**config.mk**
```make
export PLATFORM = sky130hd
export DESIGN_NAME = uart_cmd_parser
export DESIGN_NICKNAME = d
export VERILOG_FILES = /design/src/rtl/uart_cmd_parser.sv
export SDC_FILE = /design/constraint.sdc
export NUM_CORES = 1
export LEC_CHECK = 0
export CORE_MARGIN = 2
export CORE_UTILIZATION = 60
export DETAILED_ROUTE_END_ITERATION = 10
export MAX_ROUTING_LAYER = met4
export PLACE_DENSITY_LB_ADDON = 0.12
export SLEW_MARGIN = 20
export SYNTH_ARGS = -nofsm -noshare
export SYNTH_HDL_FRONTEND = slang
export SYNTH_SLANG_ARGS = --single-unit
```
**constraint.sdc**
```tcl
create_clock -name clk -period 9.15 [get_ports clk]
set_input_delay 2.745 -clock clk [delete_from_list [all_inputs] [get_ports clk]]
set_output_delay 2.745 -clock clk [all_outputs]
set_load 0.01 [all_outputs]
```
**src/rtl/uart_cmd_parser.sv**
```systemverilog
// uart_cmd_parser: decodes 4-byte command frames (SYNC, CMD, ARG, CHK) from the
// uart_rx byte stream. It updates the PWM duty and LED registers and answers each
// frame with ACK/NAK (plus a data byte for reads) over the uart_tx handshake.
module uart_cmd_parser #(
   parameter int         NUM_CH         = 4,
   parameter int         TIMEOUT_CYCLES = 80_000,
   parameter logic [7:0] SYNC_BYTE      = 8'hA5
) (
   input  logic                  clk,
   input  logic                  rst_n,
   input  logic [7:0]            rx_data,
   input  logic                  rx_valid,
   output logic [7:0]            tx_data,
   output logic                  tx_valid,
   input  logic                  tx_busy,
   output logic [NUM_CH*8-1:0]   duty,
   output logic [5:0]            led_ctrl,
   output logic                  frame_err,
   output logic                  rx_drop
);

   localparam logic [7:0] ACK_BYTE = 8'h06;
   localparam logic [7:0] NAK_BYTE = 8'h15;
   localparam logic [7:0] CMD_DUTY = 8'h10;
   localparam logic [7:0] CMD_READ = 8'h20;
   localparam logic [7:0] CMD_LED  = 8'h30;
   localparam int         TW       = $clog2(TIMEOUT_CYCLES + 1);
   localparam logic [TW-1:0] TOUT_LAST = TW'(TIMEOUT_CYCLES - 1);

   typedef enum logic [2:0] {
      IDLE,
      GET_CMD,
      GET_ARG,
      GET_CHK,
      EXEC,
      SEND,
      WAIT_BUSY_HI,
      WAIT_BUSY_LO
   } state_t;

   logic [1:0]          rstSync_q;
   logic                rstInt_n;

   state_t              state_q;
   logic [7:0]          cmd_q;
   logic [7:0]          arg_q;
   logic [7:0]          chk_q;
   logic [NUM_CH*8-1:0] duty_q;
   logic [5:0]          led_q;
   logic [7:0]          txData_q;
   logic                txValid_q;
   logic                frameErr_q;
   logic                rxDrop_q;
   logic [TW-1:0]       tout_q;
   logic [1:0]          hiCnt_q;
   logic [7:0]          reply_q;
   logic [7:0]          second_q;
   logic                pending_q;

   logic                chkOk_d;
   logic                cmdOk_d;
   logic                isRead_d;
   logic                isLed_d;
   logic                readOk_d;
   logic [NUM_CH-1:0]   dutyWr_d;
   logic [7:0]          rdByte_d;

   // Reset asserts immediately but is released only after two clean clock edges,
   // so the whole parser leaves reset on the same edge.
   always_ff @(posedge clk or negedge rst_n) begin
      if (!rst_n) begin
         rstSync_q <= 2'b00;
      end else begin
         rstSync_q <= {rstSync_q[0], 1'b1};
      end
   end

   assign rstInt_n = rstSync_q[1];

   // Decode of the captured frame. Only EXEC consumes these results.
   always_comb begin
      chkOk_d  = ((cmd_q ^ arg_q) == chk_q);
      isRead_d = (cmd_q == CMD_READ);
      isLed_d  = (cmd_q == CMD_LED);
      readOk_d = isRead_d && (arg_q < 8'(NUM_CH));
      dutyWr_d = '0;
      rdByte_d = 8'h00;
      for (int i = 0; i < NUM_CH; i++) begin
         if (cmd_q == 8'(int'(CMD_DUTY) + i)) begin
            dutyWr_d[i] = 1'b1;
         end
         if (arg_q == 8'(i)) begin
            rdByte_d = duty_q[8*i +: 8];
         end
      end
      cmdOk_d = (|dutyWr_d) || isRead_d || isLed_d;
   end

   // Frame FSM. All outputs are registered; the pulse outputs default low each cycle.
   always_ff @(posedge clk or negedge rstInt_n) begin
      if (!rstInt_n) begin
         state_q    <= IDLE;
         cmd_q      <= 8'h00;
         arg_q      <= 8'h00;
         chk_q      <= 8'h00;
         duty_q     <= '0;
         led_q      <= 6'h00;
         txData_q   <= 8'h00;
         txValid_q  <= 1'b0;
         frameErr_q <= 1'b0;
         rxDrop_q   <= 1'b0;
         tout_q     <= '0;
         hiCnt_q    <= 2'd0;
         reply_q    <= 8'h00;
         second_q   <= 8'h00;
         pending_q  <= 1'b0;
      end else begin
         txValid_q  <= 1'b0;
         frameErr_q <= 1'b0;
         rxDrop_q   <= 1'b0;
         case (state_q)
            IDLE: begin
               tout_q <= '0;
               if (rx_valid && (rx_data == SYNC_BYTE)) begin
                  state_q <= GET_CMD;
               end
            end
            GET_CMD, GET_ARG, GET_CHK: begin
               if (tout_q == TOUT_LAST) begin
                  state_q    <= IDLE;
                  frameErr_q <= 1'b1;
                  tout_q     <= '0;
               end else if (rx_valid) begin
                  tout_q <= '0;
                  if (state_q == GET_CMD) begin
                     cmd_q   <= rx_data;
                     state_q <= GET_ARG;
                  end else if (state_q == GET_ARG) begin
                     arg_q   <= rx_data;
                     state_q <= GET_CHK;
                  end else begin
                     chk_q   <= rx_data;
                     state_q <= EXEC;
                  end
               end else begin
                  tout_q <= tout_q + TW'(1);
               end
            end
            EXEC: begin
               tout_q    <= '0;
               hiCnt_q   <= 2'd0;
               pending_q <= 1'b0;
               second_q  <= rdByte_d;
               if (rx_valid) begin
                  rxDrop_q <= 1'b1;
               end
               if (chkOk_d && cmdOk_d) begin
                  for (int i = 0; i < NUM_CH; i++) begin
                     if (dutyWr_d[i]) begin
                        duty_q[8*i +: 8] <= arg_q;
                     end
                  end
                  if (isLed_d) begin
                     led_q <= arg_q[5:0];
                  end
                  if (isRead_d && !readOk_d) begin
                     reply_q <= NAK_BYTE;
                  end else begin
                     reply_q <= ACK_BYTE;
                  end
                  pending_q <= readOk_d;
               end else begin
                  reply_q    <= NAK_BYTE;
                  frameErr_q <= 1'b1;
               end
               state_q <= SEND;
            end
            SEND: begin
               tout_q <= '0;
               if (rx_valid) begin
                  rxDrop_q <= 1'b1;
               end
               if (!tx_busy) begin
                  txData_q  <= reply_q;
                  txValid_q <= 1'b1;
                  hiCnt_q   <= 2'd0;
                  state_q   <= WAIT_BUSY_HI;
               end
            end
            WAIT_BUSY_HI: begin
               tout_q <= '0;
               if (rx_valid) begin
                  rxDrop_q <= 1'b1;
               end
               if (tx_busy || (hiCnt_q == 2'd3)) begin
                  state_q <= WAIT_BUSY_LO;
               end else begin
                  hiCnt_q <= hiCnt_q + 2'd1;
               end
            end
            WAIT_BUSY_LO: begin
               tout_q <= '0;
               if (rx_valid) begin
                  rxDrop_q <= 1'b1;
               end
               if (!tx_busy) begin
                  if (pending_q) begin
                     reply_q   <= second_q;
                     pending_q <= 1'b0;
                     state_q   <= SEND;
                  end else begin
                     state_q <= IDLE;
                  end
               end
            end
            default: begin
               state_q <= IDLE;
               tout_q  <= '0;
            end
         endcase
      end
   end

   assign tx_data   = txData_q;
   assign tx_valid  = txValid_q;
   assign duty      = duty_q;
   assign led_ctrl  = led_q;
   assign frame_err = frameErr_q;
   assign rx_drop   = rxDrop_q;

endmodule

```
=== Yosys cells after proc, flatten, opt, wreduce, memory -nomap -nowiden ===
Cells that the tools add are included.
Widths: inputs -> output; s select.

* $add $sub $neg: 2
* $lt $le $gt $ge: 1
* Equality and inequality tests: 27
* Multiplexer cells: 39
* Bitwise gates (word level): 5
* Reductions and logical operators: 29

{| class="wikitable"
|+ Operators by type and width
! kind !! count
|-
| $mux 8 || 7
|-
| $mux 17 || 2
|-
| $pmux 17 s2 || 1
|-
| $eq 8x5->1 const B || 4
|-
| $mux 3 || 9
|-
| $reduce_and 3->1 || 7
|-
| $pmux 3 s6 || 1
|-
| $add 17x1->17 const B || 1
|-
| $eq 17x17->1 const B || 1
|-
| $eq 8x2->1 const B || 2
|-
| $eq 8x6->1 const B || 2
|-
| $pmux 8 s2 || 1
|-
| $reduce_and 5->1 || 3
|-
| $eq 3x3->1 const B || 4
|-
| $mux 1 || 12
|-
| $ne 2x2->1 const B || 6
|-
| $eq 8x1->1 const B || 1
|-
| $eq 8x8->1 || 1
|-
| $eq 8x8->1 const B || 1
|-
| $logic_not 8->1 || 1
|-
| $lt 8x3->1 const B || 1
|-
| $reduce_or 4->1 || 2
|-
| $xor 8x8->8 || 1
|-
| $eq 3x2->1 const B || 2
|-
| other kinds (19) || 30
|}

* Flip-flop bits (word level): 114
* Input port bits: 12
* Output and inout bits: 49
* Word-level logic and storage cells: 122

=== Logic depth before layout (Yosys ltp) ===
Gate-level depths: netlist of the first run.

* Depth in word-level cells: 8
* Gate-level depth with buffers: 7

=== Worst setup path before layout of the first run ===
No wires, ideal clock.

* Path type: input to register
* Start: input port rx_data[3]
* End: register state_q[2]
* Setup time: 78 ps
* Data arrival time: 3976 ps
* Required time: 9072 ps
* Setup slack: 5097 ps
* Stages on the path: 5
* Buffers on the path: 0
* Path through: or4bb_1 > nor4_1 > o41ai_1 > a211o_1 > a21oi_1

* Word-level cells in the longest chain between the ends: 4

{| class="wikitable"
|+ Ends and longest elaborated chain
! element !! RTL line !! RTL
|-
| start, declared || 11 || <nowiki>input logic [7:0] rx_data,</nowiki>
|-
| $eq 8x8->1 || 124 || <nowiki>if (rx_valid && (rx_data == SYNC_BYTE)) begin</nowiki>
|-
| $logic_and 1x1->1 || 124 ||
|-
| $ne 2x2->1 (no source line) || - ||
|-
| $reduce_and 5->1 (no source line) || - ||
|-
| end signal, assigned || 125 || <nowiki>state_q <= GET_CMD;</nowiki>
|-
| end signal, assigned || 130 || <nowiki>state_q <= IDLE;</nowiki>
|-
| end signal, assigned || 137 || <nowiki>state_q <= GET_ARG;</nowiki>
|-
| end, declared || 44 || <nowiki>state_t state_q;</nowiki>
|}

Every way passes these cells.
A chain may end at the register's enable or synchronous reset.

=== Worst setup path after layout of the first run ===
* Start: input port rx_data[5]
* End: register state_q[2]

The elaborated chain is that of the path after synthesis.

==> results of run 1 <==
[cell families (layout without fill, tap and decap cells)]
kind of cell / after synthesis / in the layout / synth area share (%)
fa+ha+maj: 2 / 2 / 0.4842
flops: 114 / 114 / 55.21
xor+xnor: 23 / 23 / 5.496
compound gates: 36 / 36 / 4.310
simple gates: 125 / 125 / 13.54
mux: 79 / 79 / 18.93
buf+inv: 26 / 103 / 1.961
other cells: 1 / 1 / 0.07257
[final cells by class]
type	instances	area (um2)
inverters	10	37.54
clock buffers	18	427.9
repair buffers	61	608.1
fillers	500	1822
clock inverters	14	202.7
multi-input cells	266	2213
well taps	105	131.4
flip-flops and latches	114	2856
[worst max-delay path by stage]
stage          startpoint  slack (ns)         end
2_1_floorplan  rx_data[3]        5.10  state_q[2]
3_3_place_gp     rx_valid        4.35    cmd_q[4]
3_5_place_dp     rx_valid        4.27    arg_q[0]
4_1_cts        rx_data[5]        4.73  state_q[2]
5_1_grt           tx_busy        4.61  state_q[1]
6_report       rx_data[5]        4.69  state_q[2]
[stage by stage]
stage / instance area, um2 / utilization, % / hold WS [ns] / worst slack (ns) / std cells
after floorplan: 5167 / - / 0.3312 / 5.097 / 406
after CTS: 6477 / 78.05 / 0.3502 / 4.729 / 588
after global routing: 6477 / 78.05 / 0.3601 / 4.607 / 588
after global placement: 5847 / 70.45 / 0.3377 / 4.355 / 556
after detailed placement: 5847 / 70.45 / 0.3364 / 4.267 / 556
final: 6477 / 78.05 / 0.3468 / 4.695 / 588
[state kept, by name, summed over array words and instances, names as in the netlist]
name and cells:
tout_q 17, reply_q 8, arg_q 8, state_q 3, duty 32, led_ctrl 6
rstSync_q 2, frame_err 1, chk_q 8, hiCnt_q 2, pending_q 1, tx_valid 1
second_q 8, rx_drop 1, cmd_q 8, tx_data 8
[worst max-delay path, cell delays in order]
cell	delay, ns
clkdlybuf4s50_1	0.54
or4bb_1	0.52
nor4_1	0.38
o41ai_1	0.22
a211o_1	0.33
a21oi_1	0.15
[power by group through the flow]
stage | logic [mW] | clock network, mW | registers [mW]
detailed placement | 0.372 | 0 | 0.751
global placement | 0.361 | 0 | 0.746
CTS | 0.388 | 0.702 | 0.748
floorplan | 0.348 | 0 | 0.668
global route | 0.418 | 0.727 | 0.766
finish | 0.386 | 0.696 | 0.749
[metal layers]
metal | routed length [um] | up-vias | track usage [%]
met5 | 0 | - | -
met4 | 167 | 0 | 9.751
met3 | 530 | 15 | 6.358
met2 | 5665 | 113 | 41.40
met1 | 4845 | 1794 | 32.84
li1 | - | 1588 | -
[cells in the final DEF (no fill, tap or decap), types with 5 or more instances in the layout]
cell,n
mux2_2,70
clkbuf_16,16
nand4_1,6
nor2_1,27
o21ai_0,15
a21oi_1,6
nand3_1,11
xnor2_1,5
xor2_1,12
xnor3_1,6
dfrtp_1,113
mux4_2,8
nor3_1,6
inv_1,10
nand2_1,34
clkdlybuf4s50_1,60
==> results_dict.tcl, run 1 <==
set metrics [dict create \
    p_sw_mw 0.5627 \
    drive_above_1_share_pct 26.09 \
    yosysSeqAreaShare_pct 55.21 \
    worstPathRequired_ns 9.59 \
    intPower_mw 1.267 \
    initial_utilization_pct 62.26 \
    drt_iter0_drc 173 \
    wl_per_cell_um 19.06 \
    min_path_cells 0 \
    min_path_type "register to register" \
    tns_ns 0 \
    drcViolationCount 0 \
    ys_types 52 \
    core_um2 8299 \
    yosys-top-cells-area "dfrtp_1, mux2_2, mux4_2, xnor3_1, nand2_1" \
    critical_path_class "input pin to register" \
    pwr-share-clk_pct 38.0 \
    io_buffers 60 \
    synth.most_common_cell "dfrtp_1" \
    grt_usage_pct 26.08 \
    post-route-min-period_ns 4.455 \
    worstMarginPinSlew_ns 0.9649 \
    synth_nets 420 \
    whs_endpoint "rstSync_q[1]" \
    report.final.slew_viol_count 0 \
    fin_nets 484 \
    postCtsSetupBuffers 0 \
    cts-buffers-inserted 17 \
    synth_common_cells "dfrtp_1, mux2_2, nand2_1" \
    worstSkewPairLatency_ns 0.52 \
    num_antenna_cells 0 \
    synthCells 406 \
    cts_hold_buffers 0 \
    min_period_over_period_pct 48.69 \
    endpoint_kind "register" \
    relSlewSlack_pct 35.50 \
    r2r-start "arg_q[0]" \
    overflow 0 \
    syn_area_um2 5167 \
    synth_flop_cell "dfrtp_1" \
    p_comb_share_pct 21.1 \
    yosysTopAreaCellShare_pct 55.21 \
    die_w_um 96.81 \
    drt_first_pass_iters 5 \
    synth-edff-count 0 \
    synthToLayoutAreaGrowth_pct 25.35 \
    path_max_fanout 4 \
    critPathLaunchType "input pin" \
    synthArstFlopShare_pct 100.0 \
    synth_seq_cells 114 \
    cp.arrival_ns 4.89 \
    grt_pass1_vias 3637 \
    avgSynthCellArea_um2 12.73 \
    die_area_um2 9371 \
    cts-root-buf "clkbuf_8" \
    r2r.worst_path.cells 5 \
    ctsLongestPathBuffers 2 \
    htree_levels 4 \
    num_io_pins 61 \
    p_leak_nw 2.864 \
    grt_max_degree 63 \
    p_per_area_nw_per_um2 282.5 \
    synth_top_area_cell "dfrtp_1" \
    rsz0062_at_grt "no" \
    drt.antenna.violating_nets 0 \
    hpwl_um 7024 \
    die_h_um 96.81 \
    viasPerCell 5.969 \
    power_mw 1.830 \
    r2r_slack_ns 6.26 \
    cts_tree "yes" \
    vias 3510 \
    ys_warn_count 0 \
    vdd_ir_drop_max_v 0.0002015 \
    std_cell_rows 33 \
    p_sw_share_pct 30.75 \
    hp-start "rstSync_q[0]" \
    status "finished clean" \
    clock.fmax_mhz 224.5 \
    hold_viol_final 0 \
    drv_cap 0 \
    r2r-end "duty[24]" \
    clkTransAtPathRegs_ns 0.06 \
    seqPwrFrac_pct 40.9 \
    clock_sinks 114 \
    drt-total-wl_um 11210 \
    antenna_found_initial 0 \
    clock_skew_ns 0.009546 \
    grt_pass1_wl_um 18630 \
    gp_congestion 0.8129 \
    final-setup-viol-count 0 \
    cts.repair.resized 0 \
]
No activity file was read; power rests on OpenSTA's default activity.
==> run 2, diff against run 1 <==
--- a/config.mk
+++ b/config.mk
@@ -6,7 +6,7 @@
 export NUM_CORES = 1
 export LEC_CHECK = 0
 export CORE_MARGIN = 2
-export CORE_UTILIZATION = 60
+export CORE_UTILIZATION = 56
 export DETAILED_ROUTE_END_ITERATION = 10
 export MAX_ROUTING_LAYER = met4
 export PLACE_DENSITY_LB_ADDON = 0.12
==> constraint.sdc (replaced) <==
create_clock -name clk -period 4.3 [get_ports clk]
set_input_delay 1.29 -clock clk [delete_from_list [all_inputs] [get_ports clk]]
set_output_delay 1.29 -clock clk [all_outputs]
set_load 0.01 [all_outputs]
==> run 2 against run 1 <==
Global-route usage fell by 1.6 points. Power rose by 100%. Hold slack improved by 0.0070 ns. Cell area fell by 0.44%. Routed wire length fell by 3.2%. Sequential power rose by 110%. Clock power rose by 94%. Flip-flop and latch count did not move. Highest routed layer unchanged.
==> results_dict.tcl, run 2 (same netlist as run 1, synthesis figures left out) <==
set metrics [dict create \
    status "finished clean" \
    critPathLaunchType "input pin" \
    htree_levels 4 \
    std_cell_rows 35 \
    clock_sinks 114 \
    hp-start "rstSync_q[0]" \
    overflow 0 \
    final_cell_mix "dfrtp_1, mux2_2, clkdlybuf4s50_1" \
    drcViolationCount 0 \
    die_w_um 100.1 \
    r2r-start "arg_q[0]" \
    crit_path_max_incr_delay_ns 0.82 \
    drt.antenna.violating_nets 0 \
    relSlewSlack_pct 36.12 \
    rsz0062_at_grt "no" \
    report.final.slew_viol_count 0 \
    clkTransAtPathRegs_ns 0.06 \
    critical_path_class "input pin to register" \
    worstPathRequired_ns 4.69 \
    num_antenna_cells 0 \
    drive_above_1_share_pct 26.03 \
    layout_commonest_cell "dfrtp_1" \
    p_per_area_nw_per_um2 578.4 \
    clock.fmax_mhz 345.0 \
    die_h_um 100.1 \
    gp_congestion 0.8358 \
    hpwl_um 7027 \
    worstSkewPairLatency_ns 0.51 \
    initial_utilization_pct 56.73 \
    cp_cell_sequence "clkdlybuf4s50_1, nand2_1, nor4b_2, mux2_2" \
    wl_per_cell_um 18.24 \
    vias 3450 \
    largest_register_ffs 32 \
    path_max_fanout 8 \
    drt-total-wl_um 10860 \
    cts_hold_buffers 0 \
    tns_ns 0 \
    grt_usage_pct 24.48 \
    die_area_um2 10010 \
    critPathSlowestCell "nor4b_2" \
    final_area_um2 6449 \
    grt_pass1_wl_um 18240 \
    cts-buffers-inserted 17 \
    worstMarginPinSlew_ns 0.9557 \
    synthToLayoutAreaGrowth_pct 24.79 \
    viasPerCell 5.798 \
    p_leak_nw 2.858 \
    cp.arrival_ns 3.29 \
    final-setup-viol-count 0 \
    drt_iter0_drc 154 \
    clock_skew_ns 0.01583 \
    hold_viol_final 0 \
    vdd_ir_drop_max_v 0.0002879 \
    core_um2 9109 \
    postCtsSetupBuffers 0 \
    timing.critical_path.from "rx_valid" \
    crit_buf_inv 1 \
    antenna_found_initial 0 \
    drv_cap 0 \
    grt_max_degree 76 \
    cts_tree "yes" \
    endpoint_kind "register" \
    fin_nets 486 \
    min_period_over_period_pct 67.41 \
    io_buffers 60 \
    cts-root-buf "clkbuf_8" \
    cts.repair.resized 0 \
    drt_first_pass_iters 4 \
    post-route-min-period_ns 2.899 \
    crit_family "simple AND/OR/NAND/NOR gates" \
    num_io_pins 61 \
    min_path_type "register to register" \
    grt_pass1_vias 3612 \
    ctsLongestPathBuffers 2 \
    placed_cell_area_um2 5869 \
]
## run 2: cell types whose count changed in the layout (fill, tap and decap cells not counted), sizes merged
cell and change:
clkinvlp -1, buf +2, clkbuf +4, inv -3
bufinv -2, clkinv +1
## run 2: routing by layer
layer / share of wire, % / up-vias / track usage (%) / wire length (um)
met2: 50 / 90 / 39.71 / 5454
met4: 1.4 / 0 / 7.165 / 147
met1: 44 / 1755 / 30.34 / 4765
met3: 4.5 / 15 / 6.894 / 488
met5: 0 / - / - / 0
li1: - / 1590 / - / -
## run 2: worst register-to-register path: cells and delay by family (launching register included)
family / cells / cell delay, ns
DFF: 1 / 0.78
xor gates and xnor gates: 1 / 0.40
muxes: 1 / 0.48
and+or+nand+nor: 3 / 0.95
## run 2: where the power goes
part           internal (mW)  switching (mW)
Clock                  0.879           0.468
Sequential              1.26           0.328
Combinational          0.479           0.316
Total                   2.62            1.11
## run 2: worst paths after layout
| kind | endpoint | slack (ns) | cells after the start |
|---|---|---|---|
| max in group asynchronous | duty[0] | 2.77 | 1 |
| worst max-delay path | cmd_q[5] | 1.40 | 4 |
| worst min-delay path | rstSync_q[1] | 0.35 | 0 |
| worst min register to register | rstSync_q[1] | 0.35 | 0 |
| worst max register to register | duty[26] | 1.57 | 5 |
| min in group asynchronous | arg_q[2] | 0.48 | 0 |
## run 2: cell type report
| cell class | instances | area (um2) |
|---|---|---|
| fillers | 649 | 2660 |
| clock buffers | 22 | 473.0 |
| well taps | 111 | 138.9 |
| multi-input cells | 266 | 2213 |
| repair buffers | 63 | 623.1 |
| inverters | 10 | 37.54 |
| flip-flops and latches | 114 | 2856 |
| clock inverters | 9 | 106.4 |
## run 2: metrics by stage
stage	setup slack (ns)	utilization, %	hold slack [ns]	std cells	total power [mW]
after floorplan	0.8890	-	0.3312	406	2.161
after global placement	0.9967	64.44	0.3379	564	2.369
after detailed placement	0.8888	64.44	0.3428	564	2.399
after CTS	1.413	70.80	0.3563	595	3.757
after global routing	1.253	70.80	0.3695	595	3.917
final	1.401	70.80	0.3539	595	3.730
==> run 3, diff against run 2 <==
==> constraint.sdc (replaced) <==
create_clock -name clk -period 3 [get_ports clk]
set_input_delay 0.9 -clock clk [delete_from_list [all_inputs] [get_ports clk]]
set_output_delay 0.9 -clock clk [all_outputs]
set_load 0.01 [all_outputs]
==> run 3 against run 2 <==
Highest routed layer unchanged. Combinational power rose by 74%. Sequential power is 35% higher. Critical endpoint is now state_q[2]. Non-clock buffer count rose by 10. Register-to-register slack worse by 0.93 ns. Routed wire length increased by 1.8%. Flip-flop and latch count unchanged. Worst setup slack worse by 0.84 ns. Cell area is 2.4% higher.
==> results_dict.tcl, run 3 (same netlist as run 1, synthesis figures left out) <==
set metrics [dict create \
    status "finished clean" \
    clock_sinks 114 \
    clkTransAtPathRegs_ns 0.06 \
    rsz0062_at_grt "no" \
    antenna_found_initial 0 \
    hpwl_um 7170 \
    p_sw_mw 1.651 \
    min_period_over_period_pct 81.25 \
    htree_levels 4 \
    die_w_um 100.1 \
    holdWs_ns 0.3446 \
    grt_pass1_wl_um 18320 \
    cts_tree "yes" \
    regArea_um2 2856 \
    largest_register_ffs 32 \
    p_leak_nw 2.948 \
    tns_ns 0 \
    critical_path_class "input pin to register" \
    min_path_type "register to async pin" \
    drt_iter0_drc 111 \
    p_sw_share_pct 28.77 \
    overflow 0 \
    drcViolationCount 0 \
    final-setup-viol-count 0 \
    clock.fmax_mhz 410.3 \
    final_cell_mix "dfrtp_1, mux2_2, clkdlybuf4s50_1" \
    drt_first_pass_iters 4 \
    vdd_ir_drop_max_v 0.0005589 \
    drv_cap 0 \
    place_ws_ns 0.06274 \
    fillers 641 \
    cts.repair.resized 0 \
    clock_skew_ns 0.01200 \
    std_cell_rows 35 \
    report.final.slew_viol_count 0 \
    power_mw 5.739 \
    wl_per_cell_um 18.23 \
    worstMarginPinSlew_ns 0.9013 \
    fin_util_pct 72.53 \
    r2r_slack_ns 0.64 \
    grt_usage_pct 24.97 \
    endpoint_kind "register" \
    relSlewSlack_pct 39.51 \
    cts-root-buf "clkbuf_8" \
    critPathLaunchType "input pin" \
    fin_nets 496 \
    p_comb_share_pct 24.0 \
    die_h_um 100.1 \
    worstSkewPairLatency_ns 0.52 \
    core_um2 9109 \
    grt_max_degree 66 \
    finalWorstSetupSlack_ns 0.5626 \
    cp.arrival_ns 2.88 \
    synthToLayoutAreaGrowth_pct 27.85 \
    layout_commonest_cell "dfrtp_1" \
    multiInputGateArea_um2 2213 \
    grt_pass1_vias 3617 \
    die_area_um2 10010 \
    pwr-share-clk_pct 38.7 \
    drt-total-wl_um 11050 \
    path_max_fanout 4 \
    gp_congestion 0.7734 \
    cts-buffers-inserted 17 \
    cts_hold_buffers 0 \
    ctsLongestPathBuffers 2 \
    num_antenna_cells 0 \
    num_io_pins 61 \
    hold_viol_final 0 \
    drive_above_1_share_pct 27.07 \
    vias 3455 \
    initial_utilization_pct 56.73 \
    p_per_area_nw_per_um2 868.7 \
    postCtsSetupBuffers 0 \
    worstPathRequired_ns 3.44 \
    seqPwrFrac_pct 37.2 \
    viasPerCell 5.701 \
    post-route-min-period_ns 2.437 \
    io_buffers 60 \
    drt.antenna.violating_nets 0 \
    intPower_mw 4.088 \
]
==> run 3: cell count changes in the layout (fill, tap and decap cells not counted) <==
cell / previous run / this run
buf_12: 0 / 1
buf_4: 3 / 12
bufinv_16: 2 / 6
clkbuf_1: 1 / 4
clkbuf_8: 5 / 2
clkinv_2: 3 / 2
clkinvlp_4: 3 / 1
==> run 3: per-layer routing <==
metal / up-vias / share of wire [%] / global-route usage [%] / routed length, um
met4: 0 / 1.4 / 9.800 / 158
met1: 1727 / 45 / 31.15 / 5008
met2: 96 / 50 / 40.28 / 5492
met5: - / 0 / - / 0
met3: 16 / 3.5 / 5.362 / 388
li1: 1616 / - / - / -
==> run 3: worst max-delay path: stages <==
cell and delay, ns:
clkdlybuf4s50_1 0.51, or4bb_1 0.53, nor4_1 0.33, o41ai_1 0.18, a211o_1 0.31, a21oi_1 0.13
==> run 3: stage by stage <==
step                      cell area [um2]  cells
after floorplan                      5169    406
after global placement               5957    574
after detailed placement             5957    574
after CTS                            6606    606
after global routing                 6606    606
final                                6606    606
==> run 3: final timing paths <==
path	start	endpoint	cells after the start
max	rx_data[5]	state_q[2]	6
min	rstSync_q[1]	led_ctrl[5]	0
max reg2reg	arg_q[3]	led_ctrl[3]	5
min reg2reg	rstSync_q[1]	led_ctrl[5]	0
max in group asynchronous	rstSync_q[1]	reply_q[1]	1
min in group clk	rstSync_q[0]	rstSync_q[1]	0
==> run 3: layout make-up <==
cell class / count / share of cell area, %
clock buffer: 22 / 6.705
clock inverter: 10 / 3.125
inverter: 10 / 0.5682
multi-input combinational: 266 / 33.50
sequential: 114 / 43.24
tap: 111 / 2.102
timing repair buffer: 73 / 10.76
==> run 3: power groups by stage <==
stage          clock network (mW)  logic [mW]  registers (mW)
6_report                     2.22        1.38            2.14
5_1_grt                      2.33        1.49            2.18
4_1_cts                      2.26        1.39            2.14
3_5_place_dp                    0        1.37            2.16
3_3_place_gp                    0        1.33            2.14
2_1_floorplan                   0        1.06            2.04
